`src/rtl/rv32_fetch_pkg.sv`:
```
// Shared definitions for the RV32 instruction fetch unit.
// Contents:
//   NOP_INSTR            - canonical RV32I NOP (addi x0, x0, 0)
//   DEFAULT_RESET_VECTOR - default first fetch address after reset
//   ST_FETCH/ST_SQUASH/ST_HOLD - fetch FSM state encodings
//   align_word()         - clears the two low address bits
package rv32_fetch_pkg;

  localparam logic [31:0] NOP_INSTR            = 32'h0000_0013;
  localparam logic [31:0] DEFAULT_RESET_VECTOR = 32'h0000_0000;

  // Fetch FSM states.
  //   ST_FETCH  : request outstanding at fetch_pc
  //   ST_SQUASH : redirect arrived during busywait; the in-flight word is dropped
  //   ST_HOLD   : a completed word waits in the hold buffer for STALL to drop
  localparam logic [1:0] ST_FETCH  = 2'd0;
  localparam logic [1:0] ST_SQUASH = 2'd1;
  localparam logic [1:0] ST_HOLD   = 2'd2;

  function automatic logic [31:0] align_word(input logic [31:0] addr);
    return {addr[31:2], 2'b00};
  endfunction

endpackage

```
`src/rtl/instruction_fetch_unit_if.sv`:
```
// Instruction memory bus between the fetch unit (master) and memory (slave).
// Signals:
//   imem_addr     - word address of the current fetch
//   imem_read     - read request
//   imem_data     - returned instruction word
//   imem_busywait - memory not ready
// Handshake: a read transfer completes on the rising clock edge at which
// imem_read=1 and imem_busywait=0; while imem_busywait=1 the master holds
// imem_addr and imem_read stable, and imem_data is only meaningful on the
// completing edge.
interface instruction_fetch_unit_if;
  logic [31:0] imem_addr;
  logic        imem_read;
  logic [31:0] imem_data;
  logic        imem_busywait;

  modport master (
    output imem_addr,
    output imem_read,
    input  imem_data,
    input  imem_busywait
  );

  modport slave (
    input  imem_addr,
    input  imem_read,
    output imem_data,
    output imem_busywait
  );
endinterface

```
`src/rtl/fetch_hold_buffer.sv`:
```
// One-entry skid buffer for a fetched word that completed while the
// downstream IF/ID register was stalled.
// Ports:
//   i_clk, i_rst_n - clock, asynchronous active-low reset
//   i_load         - capture i_word/i_pc and mark entry valid
//   i_drain        - entry consumed; mark empty
//   i_clear        - discard entry (redirect); wins over load/drain
//   o_word, o_pc, o_valid - stored entry
module fetch_hold_buffer (
  input  logic        i_clk,
  input  logic        i_rst_n,
  input  logic        i_load,
  input  logic        i_drain,
  input  logic        i_clear,
  input  logic [31:0] i_word,
  input  logic [31:0] i_pc,
  output logic [31:0] o_word,
  output logic [31:0] o_pc,
  output logic        o_valid
);

  logic [31:0] r_word;
  logic [31:0] r_pc;
  logic        r_valid;

  always_ff @(posedge i_clk or negedge i_rst_n) begin
    if (!i_rst_n) begin
      r_word  <= 32'h0;
      r_pc    <= 32'h0;
      r_valid <= 1'b0;
    end else if (i_clear) begin
      r_valid <= 1'b0;
    end else if (i_load) begin
      r_word  <= i_word;
      r_pc    <= i_pc;
      r_valid <= 1'b1;
    end else if (i_drain) begin
      r_valid <= 1'b0;
    end
  end

  assign o_word  = r_word;
  assign o_pc    = r_pc;
  assign o_valid = r_valid;

endmodule

```
`src/rtl/instruction_fetch_unit.sv`:
```
// RV32 instruction fetch unit: issues word reads to instruction memory,
// presents fetched words to the IF/ID register, honours STALL through a
// one-entry hold buffer and redirects on BRANCH_TAKEN.
// Parameter:
//   RESET_VECTOR     - first fetch address after reset
// Ports:
//   i_clk, i_rst_n   - clock, asynchronous active-low reset
//   i_stall          - IF/ID cannot accept; presented outputs hold
//   i_branch_taken   - redirect and flush the presented instruction
//   i_branch_target  - redirect address
//   imem             - instruction memory bus (master modport)
//   o_instruction, o_pc, o_pc_plus_4, o_instr_valid - IF/ID payload
//   o_misaligned     - sticky misaligned-redirect trap (FETCH_MISALIGN_TRAP_EN only)
//   o_dbg_state      - current FSM state
// Build option: define FETCH_MISALIGN_TRAP_EN to trap redirects whose target
// has nonzero low bits instead of silently clearing them.
module instruction_fetch_unit
  import rv32_fetch_pkg::*;
#(
  parameter logic [31:0] RESET_VECTOR = DEFAULT_RESET_VECTOR
) (
  input  logic                       i_clk,
  input  logic                       i_rst_n,
  input  logic                       i_stall,
  input  logic                       i_branch_taken,
  input  logic [31:0]                i_branch_target,
  instruction_fetch_unit_if.master   imem,
  output logic [31:0]                o_instruction,
  output logic [31:0]                o_pc,
  output logic [31:0]                o_pc_plus_4,
  output logic                       o_instr_valid,
`ifdef FETCH_MISALIGN_TRAP_EN
  output logic                       o_misaligned,
`endif
  output logic [1:0]                 o_dbg_state
);

  logic [1:0]  r_state;
  logic [31:0] r_fetch_pc;
  logic [31:0] r_target;
  logic [31:0] r_instr;
  logic [31:0] r_pc;
  logic [31:0] r_pc_plus_4;
  logic        r_valid;

  logic        w_trap;
  logic [31:0] w_target;
  logic        w_buf_load;
  logic        w_buf_drain;
  logic        w_buf_clear;
  logic [31:0] w_buf_word;
  logic [31:0] w_buf_pc;
  logic        w_buf_valid;

`ifdef FETCH_MISALIGN_TRAP_EN
  logic r_misaligned;
  assign w_trap       = r_misaligned;
  assign o_misaligned = r_misaligned;
`else
  assign w_trap = 1'b0;
`endif

  assign w_target = align_word(i_branch_target);

  // Hold buffer control. A redirect always discards a buffered word.
  assign w_buf_clear = i_branch_taken;
  assign w_buf_load  = !w_trap && !i_branch_taken && (r_state == ST_FETCH) &&
                       !imem.imem_busywait && i_stall;
  assign w_buf_drain = !w_trap && !i_branch_taken && (r_state == ST_HOLD) &&
                       !i_stall && w_buf_valid;

  fetch_hold_buffer u_hold (
    .i_clk   (i_clk),
    .i_rst_n (i_rst_n),
    .i_load  (w_buf_load),
    .i_drain (w_buf_drain),
    .i_clear (w_buf_clear),
    .i_word  (imem.imem_data),
    .i_pc    (r_fetch_pc),
    .o_word  (w_buf_word),
    .o_pc    (w_buf_pc),
    .o_valid (w_buf_valid)
  );

  always_ff @(posedge i_clk or negedge i_rst_n) begin
    if (!i_rst_n) begin
      r_state     <= ST_FETCH;
      r_fetch_pc  <= RESET_VECTOR;
      r_target    <= 32'h0;
      r_instr     <= NOP_INSTR;
      r_pc        <= 32'h0;
      r_pc_plus_4 <= 32'h0;
      r_valid     <= 1'b0;
`ifdef FETCH_MISALIGN_TRAP_EN
      r_misaligned <= 1'b0;
`endif
    end else if (!w_trap) begin
      if (i_branch_taken) begin
        // Redirect beats both STALL and a completing fetch.
        r_valid <= 1'b0;
`ifdef FETCH_MISALIGN_TRAP_EN
        if (i_branch_target[1:0] != 2'b00) begin
          r_misaligned <= 1'b1;
          r_state      <= ST_FETCH;
        end else
`endif
        if ((r_state != ST_HOLD) && imem.imem_busywait) begin
          // The bus request cannot be withdrawn mid-busywait: keep the
          // address stable, remember the target, drop the word when it lands.
          r_target <= w_target;
          r_state  <= ST_SQUASH;
        end else begin
          r_fetch_pc <= w_target;
          r_state    <= ST_FETCH;
        end
      end else begin
        case (r_state)
          ST_FETCH: begin
            if (!imem.imem_busywait) begin
              if (!i_stall) begin
                r_instr     <= imem.imem_data;
                r_pc        <= r_fetch_pc;
                r_pc_plus_4 <= r_fetch_pc + 32'd4;
                r_valid     <= 1'b1;
                r_fetch_pc  <= r_fetch_pc + 32'd4;
              end else begin
                r_state <= ST_HOLD;
              end
            end
          end
          ST_SQUASH: begin
            if (!imem.imem_busywait) begin
              r_fetch_pc <= r_target;
              r_state    <= ST_FETCH;
            end
          end
          ST_HOLD: begin
            if (!i_stall) begin
              r_instr     <= w_buf_word;
              r_pc        <= w_buf_pc;
              r_pc_plus_4 <= w_buf_pc + 32'd4;
              r_valid     <= 1'b1;
              r_fetch_pc  <= r_fetch_pc + 32'd4;
              r_state     <= ST_FETCH;
            end
          end
          default: r_state <= ST_FETCH;
        endcase
      end
    end
  end

  assign imem.imem_addr = r_fetch_pc;
  assign imem.imem_read = (r_state != ST_HOLD) && !w_trap;

  assign o_instruction = r_instr;
  assign o_pc          = r_pc;
  assign o_pc_plus_4   = r_pc_plus_4;
  assign o_instr_valid = r_valid;
  assign o_dbg_state   = r_state;

endmodule
```
`src/flat_wrapper.sv`:
```
// flat-port wrapper written by rule: the top's interface ports become plain ports
module instruction_fetch_unit_flat import rv32_fetch_pkg::*;
#(
  parameter logic [31:0] RESET_VECTOR = DEFAULT_RESET_VECTOR
)
  (i_clk, i_rst_n, i_stall, i_branch_taken, i_branch_target, o_instruction, o_pc, o_pc_plus_4, o_instr_valid, o_dbg_state, imem_imem_addr, imem_imem_read, imem_imem_data, imem_imem_busywait);
  instruction_fetch_unit_if imem_i ();
  input  logic i_clk;
  input  logic i_rst_n;
  input  logic i_stall;
  input  logic i_branch_taken;
  input  logic [31:0] i_branch_target;
  output logic [31:0] o_instruction;
  output logic [31:0] o_pc;
  output logic [31:0] o_pc_plus_4;
  output logic o_instr_valid;
  output logic [1:0] o_dbg_state;
  output wire logic [$bits(imem_i.imem_addr)-1:0] imem_imem_addr;
  output wire logic [$bits(imem_i.imem_read)-1:0] imem_imem_read;
  input wire logic [$bits(imem_i.imem_data)-1:0] imem_imem_data;
  input wire logic [$bits(imem_i.imem_busywait)-1:0] imem_imem_busywait;
  assign imem_imem_addr = imem_i.imem_addr;
  assign imem_imem_read = imem_i.imem_read;
  assign imem_i.imem_data = imem_imem_data;
  assign imem_i.imem_busywait = imem_imem_busywait;
  instruction_fetch_unit #(.RESET_VECTOR(RESET_VECTOR)) u_core (.i_clk(i_clk), .i_rst_n(i_rst_n), .i_stall(i_stall), .i_branch_taken(i_branch_taken), .i_branch_target(i_branch_target), .imem(imem_i), .o_instruction(o_instruction), .o_pc(o_pc), .o_pc_plus_4(o_pc_plus_4), .o_instr_valid(o_instr_valid), .o_dbg_state(o_dbg_state));
endmodule
```
`config.mk`:
```
export PLATFORM = sky130hd
export DESIGN_NAME = instruction_fetch_unit_flat
export DESIGN_NICKNAME = d
export VERILOG_FILES = /design/src/rtl/rv32_fetch_pkg.sv /design/src/rtl/instruction_fetch_unit_if.sv /design/src/rtl/fetch_hold_buffer.sv /design/src/rtl/instruction_fetch_unit.sv /design/src/flat_wrapper.sv
export SDC_FILE = /design/constraint.sdc
export NUM_CORES = 1
export LEC_CHECK = 0
export CORE_UTILIZATION = 55
export DETAILED_ROUTE_END_ITERATION = 8
export DONT_BUFFER_PORTS = 1
export GPL_TIMING_DRIVEN = 0
export HOLD_SLACK_MARGIN = 0.02
export PLACE_DENSITY = 0.73
export SLEW_MARGIN = 20
export SYNTH_ARGS = -nofsm -noshare
export SYNTH_HDL_FRONTEND = slang
export SYNTH_SLANG_ARGS = --single-unit
export TNS_END_PERCENT = 100
```
`constraint.sdc`:
```
create_clock -name i_clk -period 2.1 [get_ports i_clk]
set_input_delay 0.315 -clock i_clk [delete_from_list [all_inputs] [get_ports i_clk]]
set_output_delay 0.315 -clock i_clk [all_outputs]
set_load 0.05 [all_outputs]
```
== Word level (Yosys, flattened, before mapping) ==
Cells that the tools add are included.

* Register bits: 225
* Bits of input ports: 69
* Output and inout bits: 132
* Logic and storage cells: 68

* Add/sub/neg operators: 2
* Equal/unequal tests: 11
* Multiplexer cells: 29
* Bitwise operators: 1
* Reduce and logical (&&, ||, !) cells: 16

{| class="wikitable"
|+ Operators with widths
! operator !! number
|-
| 32-bit two-way mux || 14
|-
| 32-bit case mux with 2 select lines || 3
|-
| 32-bit case mux with 3 select lines || 1
|-
| 32-bit by 3-bit adder with 32-bit output (second input constant) || 2
|-
| 3-bit != test (second input constant) || 4
|-
| 2-bit two-way mux || 5
|-
| 2-bit != test (second input constant) || 5
|-
| 4-bit AND reduction || 2
|-
| 2-bit case mux with 3 select lines || 1
|-
| 2-bit AND reduction || 3
|-
| 5-bit AND reduction || 1
|-
| 1-bit logical AND || 4
|-
| 1-bit two-way mux || 4
|-
| 4-bit nonzero test || 1
|-
| 3-bit nonzero test || 1
|-
| 2-bit by 1-bit == test with 1-bit output (second input constant) || 1
|-
| 2-bit == test (second input constant) || 1
|-
| 1-bit zero test || 2
|-
| 2-bit zero test || 1
|-
| 1-bit case mux with 2 select lines || 1
|-
| 2-bit nonzero test || 1
|-
| 1-bit NOT || 1
|}

== Logic depth before layout (Yosys ltp) ==
* Word-level depth: 5
* Depth in mapped cells: 8
* Mapped depth without buffers: 6

== Hierarchy ==
From an unflattened synthesis, not the netlist that was laid out.

* Cell total of the unflattened synthesis: 1019
* Area, all modules: 11140.7 um2

{| class="wikitable"
|+ Modules (own cells, without submodules)
! module !! instances !! cells an instance !! area each (um2) !! sequential area each (um2)
|-
| instruction_fetch_unit || 1 || 879 || 8399.3 || 3932.5
|-
| fetch_hold_buffer || 1 || 140 || 2741.4 || 1626.6
|}

== Worst setup path before layout ==
OpenSTA, ideal clock, no wires.

* Kind: register to register
* From: register u_core.r_state[1], in the netlist u_core.o_dbg_state[1]
* To: register u_core.r_pc_plus_4[7], in the netlist u_core.o_pc_plus_4[7]
* Setup time: 118 ps
* Data arrival time: 2348 ps
* Required time: 1982 ps
* Setup slack: -367 ps
* Cell stages (with the launch flop): 9
* Buffers on the path: 3
* Period minus slack after synthesis: 2467 ps
* Path through: dfrtp_1 > nor2b_1 > clkbuf_1 > inv_1 > buf_1 > clkbuf_1 > nand3_1 > nand3_1 > nand2_1

* Word-level cells in the longest chain between the ends: 3
* Elaborated cells on any way between the ends: 8
* Classes of those cells: eq/ne (4); mux (1); reduce/logical (3)

{| class="wikitable"
|+ RTL lines
! item !! line !! RTL
|-
| start: declaration || instruction_fetch_unit.sv:38 || <nowiki>logic [1:0] r_state;</nowiki>
|-
| start signal: assignment || instruction_fetch_unit.sv:87 || <nowiki>r_state <= ST_FETCH;</nowiki>
|-
| start signal: assignment || instruction_fetch_unit.sv:111 || <nowiki>r_state <= ST_SQUASH;</nowiki>
|-
| start signal: assignment || instruction_fetch_unit.sv:114 || <nowiki>r_state <= ST_FETCH;</nowiki>
|-
| 2-bit == test / 2-bit zero test (equally long branches) || -- ||
|-
| 2-bit != test (no source line) / 2-bit nonzero test (equally long branches) || -- ||
|-
| 5-bit AND reduction (no source line) || -- ||
|-
| end signal: assignment || instruction_fetch_unit.sv:123 || <nowiki>r_pc_plus_4 <= r_fetch_pc + 32'd4;</nowiki>
|-
| end signal: assignment || instruction_fetch_unit.sv:141 || <nowiki>r_pc_plus_4 <= w_buf_pc + 32'd4;</nowiki>
|-
| end: declaration || instruction_fetch_unit.sv:43 || <nowiki>logic [31:0] r_pc_plus_4;</nowiki>
|}

Parallel ways exist; a longest one is shown, timed or not.
A chain may end at the register's enable or synchronous reset.

== Final worst setup path ==
* From: register u_core.r_fetch_pc[10], in the netlist u_core.imem.imem_addr[10]
* To: register u_core.r_pc_plus_4[26], in the netlist u_core.o_pc_plus_4[26]

* Word-level cells in the longest chain between the ends: 4

{| class="wikitable"
|+ RTL lines
! item !! line !! RTL
|-
| start: declaration || instruction_fetch_unit.sv:39 || <nowiki>logic [31:0] r_fetch_pc;</nowiki>
|-
| start signal: assignment || instruction_fetch_unit.sv:113 || <nowiki>r_fetch_pc <= w_target;</nowiki>
|-
| start signal: assignment || instruction_fetch_unit.sv:125 || <nowiki>r_fetch_pc <= r_fetch_pc + 32'd4;</nowiki>
|-
| start signal: assignment || instruction_fetch_unit.sv:133 || <nowiki>r_fetch_pc <= r_target;</nowiki>
|-
| 32-bit by 3-bit adder with 32-bit output || instruction_fetch_unit.sv:123 ||
|-
| 32-bit two-way mux || instruction_fetch_unit.sv:120 || <nowiki>if (!i_stall) begin</nowiki>
|-
| 32-bit two-way mux || instruction_fetch_unit.sv:119 || <nowiki>if (!imem.imem_busywait) begin</nowiki>
|-
| 32-bit case mux with 2 select lines || instruction_fetch_unit.sv:117 || <nowiki>case (r_state)</nowiki>
|}

Every way passes these cells. The select of a mux whose other input is x is not followed.

==> flow_summary.yaml <==
run_status:
  status: "finished, violations left"
  violations: "negative hold slack, negative setup slack"
power_and_ir_drop:
  pwr-share-comb_pct: 19.1
  pwr-share-clk_pct: 26.3
  vdd_drop_max_v: 0.000748
  p_sw_w: 0.00674
  fin_total_pwr_w: 0.0160
  p_seq_share_pct: 54.7
  swShare_pct: 42.1
  power_density_mw_per_mm2: 1180
  internal_power_w: 0.00928
  p_leak_nw: 5.75
routing:
  routed_wl_mm: 35.2
  wl_per_cell_um: 23.0
  drt.antenna.violating_nets: 0
  viasPerCell: 6.32
  drtPass1Iterations: 9
  dr.first_iter.drc_count: 1072
  vias: 9685
  drcViolationCount: 0
place:
  dp_hpwl_mm: 22.6
  placed_cell_area_mm2: 0.0111
  portBuffers: 0
  gp_congestion: 0.915
clock_network:
  root_buffer: "clkbuf_16"
  htreeDepth: 1
  cts.sinks: 217
  cts_tree: "built"
  cts_hold_buf: 64
  clk_latency_ns: 0.53
  numCtsBuffers: 25
  cts.path.max_buffers: 3
  clkSlewWorstSetupHoldPaths_ns: 0.06
timing:
  post-route-period-util_pct: 108
  fin_hold_ws_ns: -0.511
  setup_violations: 26
  setup-tns-final_ns: -1.71
  fmax_mhz: 440
  worst_pin_slew_ns: 0.697
  maxSlewViolCount: 0
  slew_headroom_pct: 53.5
  finalHoldViolCount: 217
  rsz0062_at_grt: "yes"
  finClkSkew_ns: 0.0229
  fin_ws_ns: -0.173
  post-route-min-period_ns: 2.27
finish:
  multi_input_area_mm2: 0.00527
  fin_area_mm2: 0.0136
  nFillCells: 1288
  drive_gt1_share_pct: 28.6
  layout.nets: 1326
  area_growth_pct: 27.7
  seqCellArea_mm2: 0.00550
  antennaDiodeCount: 0
logic_synthesis:
  yosys_warnings: 0
  syn_inst: 1111
  ys_ff_latch: 217
  ys_types: 62
  syn_avg_cell_area_um2: 9.61
  ys_seq_area_share_pct: 50.9
  synthArstFlopShare_pct: 100
  synth_area_mm2: 0.0107
  synth_edf_count: 0
  synth_top_flop_cell: "dfrtp_1"
worst_setup_path:
  critical_path_arrival_ns: 2.70
  timing.rr.start: "u_core.imem.imem_addr[10]"
  slowest_delay_ns: 0.54
  path_class: "reg2reg"
  critPathMaxFanout: 4
  critical_path_required_ns: 2.53
  worstSetupEndpointType: "register"
  cp-start-kind: "register"
  critPathLaunch: "u_core.imem.imem_addr[10]"
  worstPathCellList: "buf_8 > nand3_4 > buf_6 > nor4_4 > buf_4 > nand4_1 > xor2_1 > o211ai_1"
  cp_slowest_cell: "dfrtp_2"
global_route:
  grt_pass1_vias: 9360
  antenna_found_initial: 1
  grt_use_total_pct: 34.7
  grt_max_degree: 218
  grt_remaining_overflow: 0
  grt_pass1_wl_mm: 52.8
die:
  start_util_pct: 56.7
  die_w_um: 141
  ios: 201
  die_h_um: 141
  coreArea_mm2: 0.0188
  die_area_mm2: 0.0200
  rows: 50
min_path:
  hold_class: "in2async"
flow_run:
  max-cap-violations: 0
[Yosys cell counts, drive strengths merged (5+ instances only)]
cell type / number / share of area [%]
a31oi: 64 / 3.8
nand4: 20 / 1.3
or4: 6 / 0.46
dfrtp: 214 / 50
inv: 13 / 0.46
buf: 17 / 0.84
xnor2: 26 / 2.1
mux2: 85 / 9.0
o21ai: 65 / 3.0
nand2: 198 / 7.0
a21oi: 42 / 2.0
a211oi: 5 / 0.35
o211ai: 5 / 0.35
or3: 8 / 0.48
nand3: 30 / 1.4
nor2: 94 / 3.3
a221o: 9 / 0.86
and4: 6 / 0.50
and3: 17 / 1.0
nor3: 16 / 0.75
clkbuf: 73 / 2.7
o221ai: 10 / 0.82
and2: 5 / 0.29
xor2: 16 / 1.3
mux2i: 7 / 0.66
nor4: 9 / 0.79
[layer usage]
metal / vias to the layer above / track usage [%] / share of wire, %
met5: - / 0 / 0
met4: 0 / 17.0 / 5.5
met3: 133 / 8.84 / 11
met2: 633 / 53.9 / 45
met1: 4690 / 45.6 / 38
li1: 4229 / - / -
[final cells by class]
class	count	share of cell area, %
well taps	260	2.39
multi-input cells	796	38.7
inverters	13	0.413
repair buffers	119	8.04
clock inverters	6	0.266
plain buffers	83	4.28
clock buffers	39	5.57
flip-flops and latches	217	40.4
[cell families (layout without fill, tap and decap cells)]
| family | count (synthesis) | in the layout | synth area share (%) |
|---|---|---|---|
| compound gates | 231 | 231 | 13.5 |
| other cells | 1 | 6 | 0.0351 |
| buf+inv | 103 | 260 | 3.99 |
| xor+xnor | 42 | 42 | 3.45 |
| simple gates | 423 | 423 | 18.3 |
| flops | 217 | 217 | 50.9 |
| mux | 92 | 92 | 9.63 |
| fa+ha+maj | 2 | 2 | 0.234 |
[through the flow]
stage / setup slack, ns / util, % / hold slack (ns) / cells
floorplan: -0.0335 / - / 0.0194 / 1116
global placement: -0.940 / 58.8 / 0.0292 / 1376
detailed placement: -0.952 / 58.8 / 0.0283 / 1376
CTS: -0.0659 / 70.4 / -0.516 / 1515
global route: -0.223 / 72.4 / -0.518 / 1533
finish: -0.173 / 72.4 / -0.511 / 1533
[worst max-delay path: cells and delay by family (launching register included)]
kind,cells,cell delay [ns]
simple gates,3,0.74
flops,1,0.54
buf+inv,3,0.52
xor+xnor,1,0.20
compound gates,1,0.19
[sequential cells by signal, indices dropped and copies added, names as in the netlist]
signal                 count
u_core.o_instruction      32
u_core.u_hold.o_word      32
u_core.imem.imem_addr     30
u_core.o_pc               30
u_core.o_pc_plus_4        30
u_core.r_target           30
u_core.u_hold.o_pc        30
u_core.o_dbg_state         2
u_core.o_instr_valid       1
[final timing paths]
check | slack, ns | depth (start not counted) | endpoint
max | -0.17 | 8 | u_core.o_pc_plus_4[26]
min | -0.51 | 0 | u_core.imem.imem_addr[3]
max reg2reg | -0.17 | 8 | u_core.o_pc_plus_4[26]
min reg2reg | 0.50 | 1 | u_core.r_target[19]
max in group asynchronous | 1.99 | 0 | u_core.imem.imem_addr[6]
min in group i_clk | 0.02 | 2 | u_core.imem.imem_addr[10]
[power groups by stage]
stage                     sequential, W  clock (W)  combinational, W
after floorplan                 0.00825          0           0.00185
after global placement          0.00865          0           0.00224
final                           0.00876    0.00421           0.00305
after global routing            0.00886    0.00438           0.00331
after detailed placement        0.00870          0           0.00232
after CTS                       0.00867    0.00421           0.00277
[cell usage in the layout, fill, tap and decap left out, types with 6 or more instances in the layout]
cell | synthesis | layout
and3_1 | 17 | 16
dfrtp_1 | 214 | 177
nand4_1 | 19 | 19
nor3_1 | 16 | 12
xnor2_1 | 26 | 23
buf_4 | 6 | 52
inv_1 | 13 | 11
nand2_1 | 198 | 194
o21ai_1 | 0 | 7
nand3_1 | 30 | 22
a221o_1 | 8 | 8
o21ai_0 | 65 | 54
a21oi_1 | 42 | 37
o221ai_1 | 10 | 7
clkbuf_2 | 2 | 37
dlygate4sd3_1 | 0 | 64
xor2_1 | 16 | 14
mux2i_1 | 7 | 7
conb_1 | 1 | 6
buf_6 | 0 | 11
dfrtp_4 | 0 | 9
buf_8 | 0 | 6
a31oi_1 | 64 | 62
clkbuf_8 | 1 | 11
mux2_2 | 85 | 84
clkbuf_1 | 70 | 18
dfrtp_2 | 0 | 28
or4_4 | 1 | 6
clkbuf_4 | 0 | 7
nor2_1 | 94 | 90
clkbuf_16 | 0 | 27
[timing repair]
action	4_1_cts	5_1_grt
endpoints found under the hold margin	322	217
pin swaps	24	35
gates cloned	3	0
setup buffers	31	23
endpoints found under the setup margin	218	115
gates resized for setup	157	91
Power figures use the tool's default switching activity.
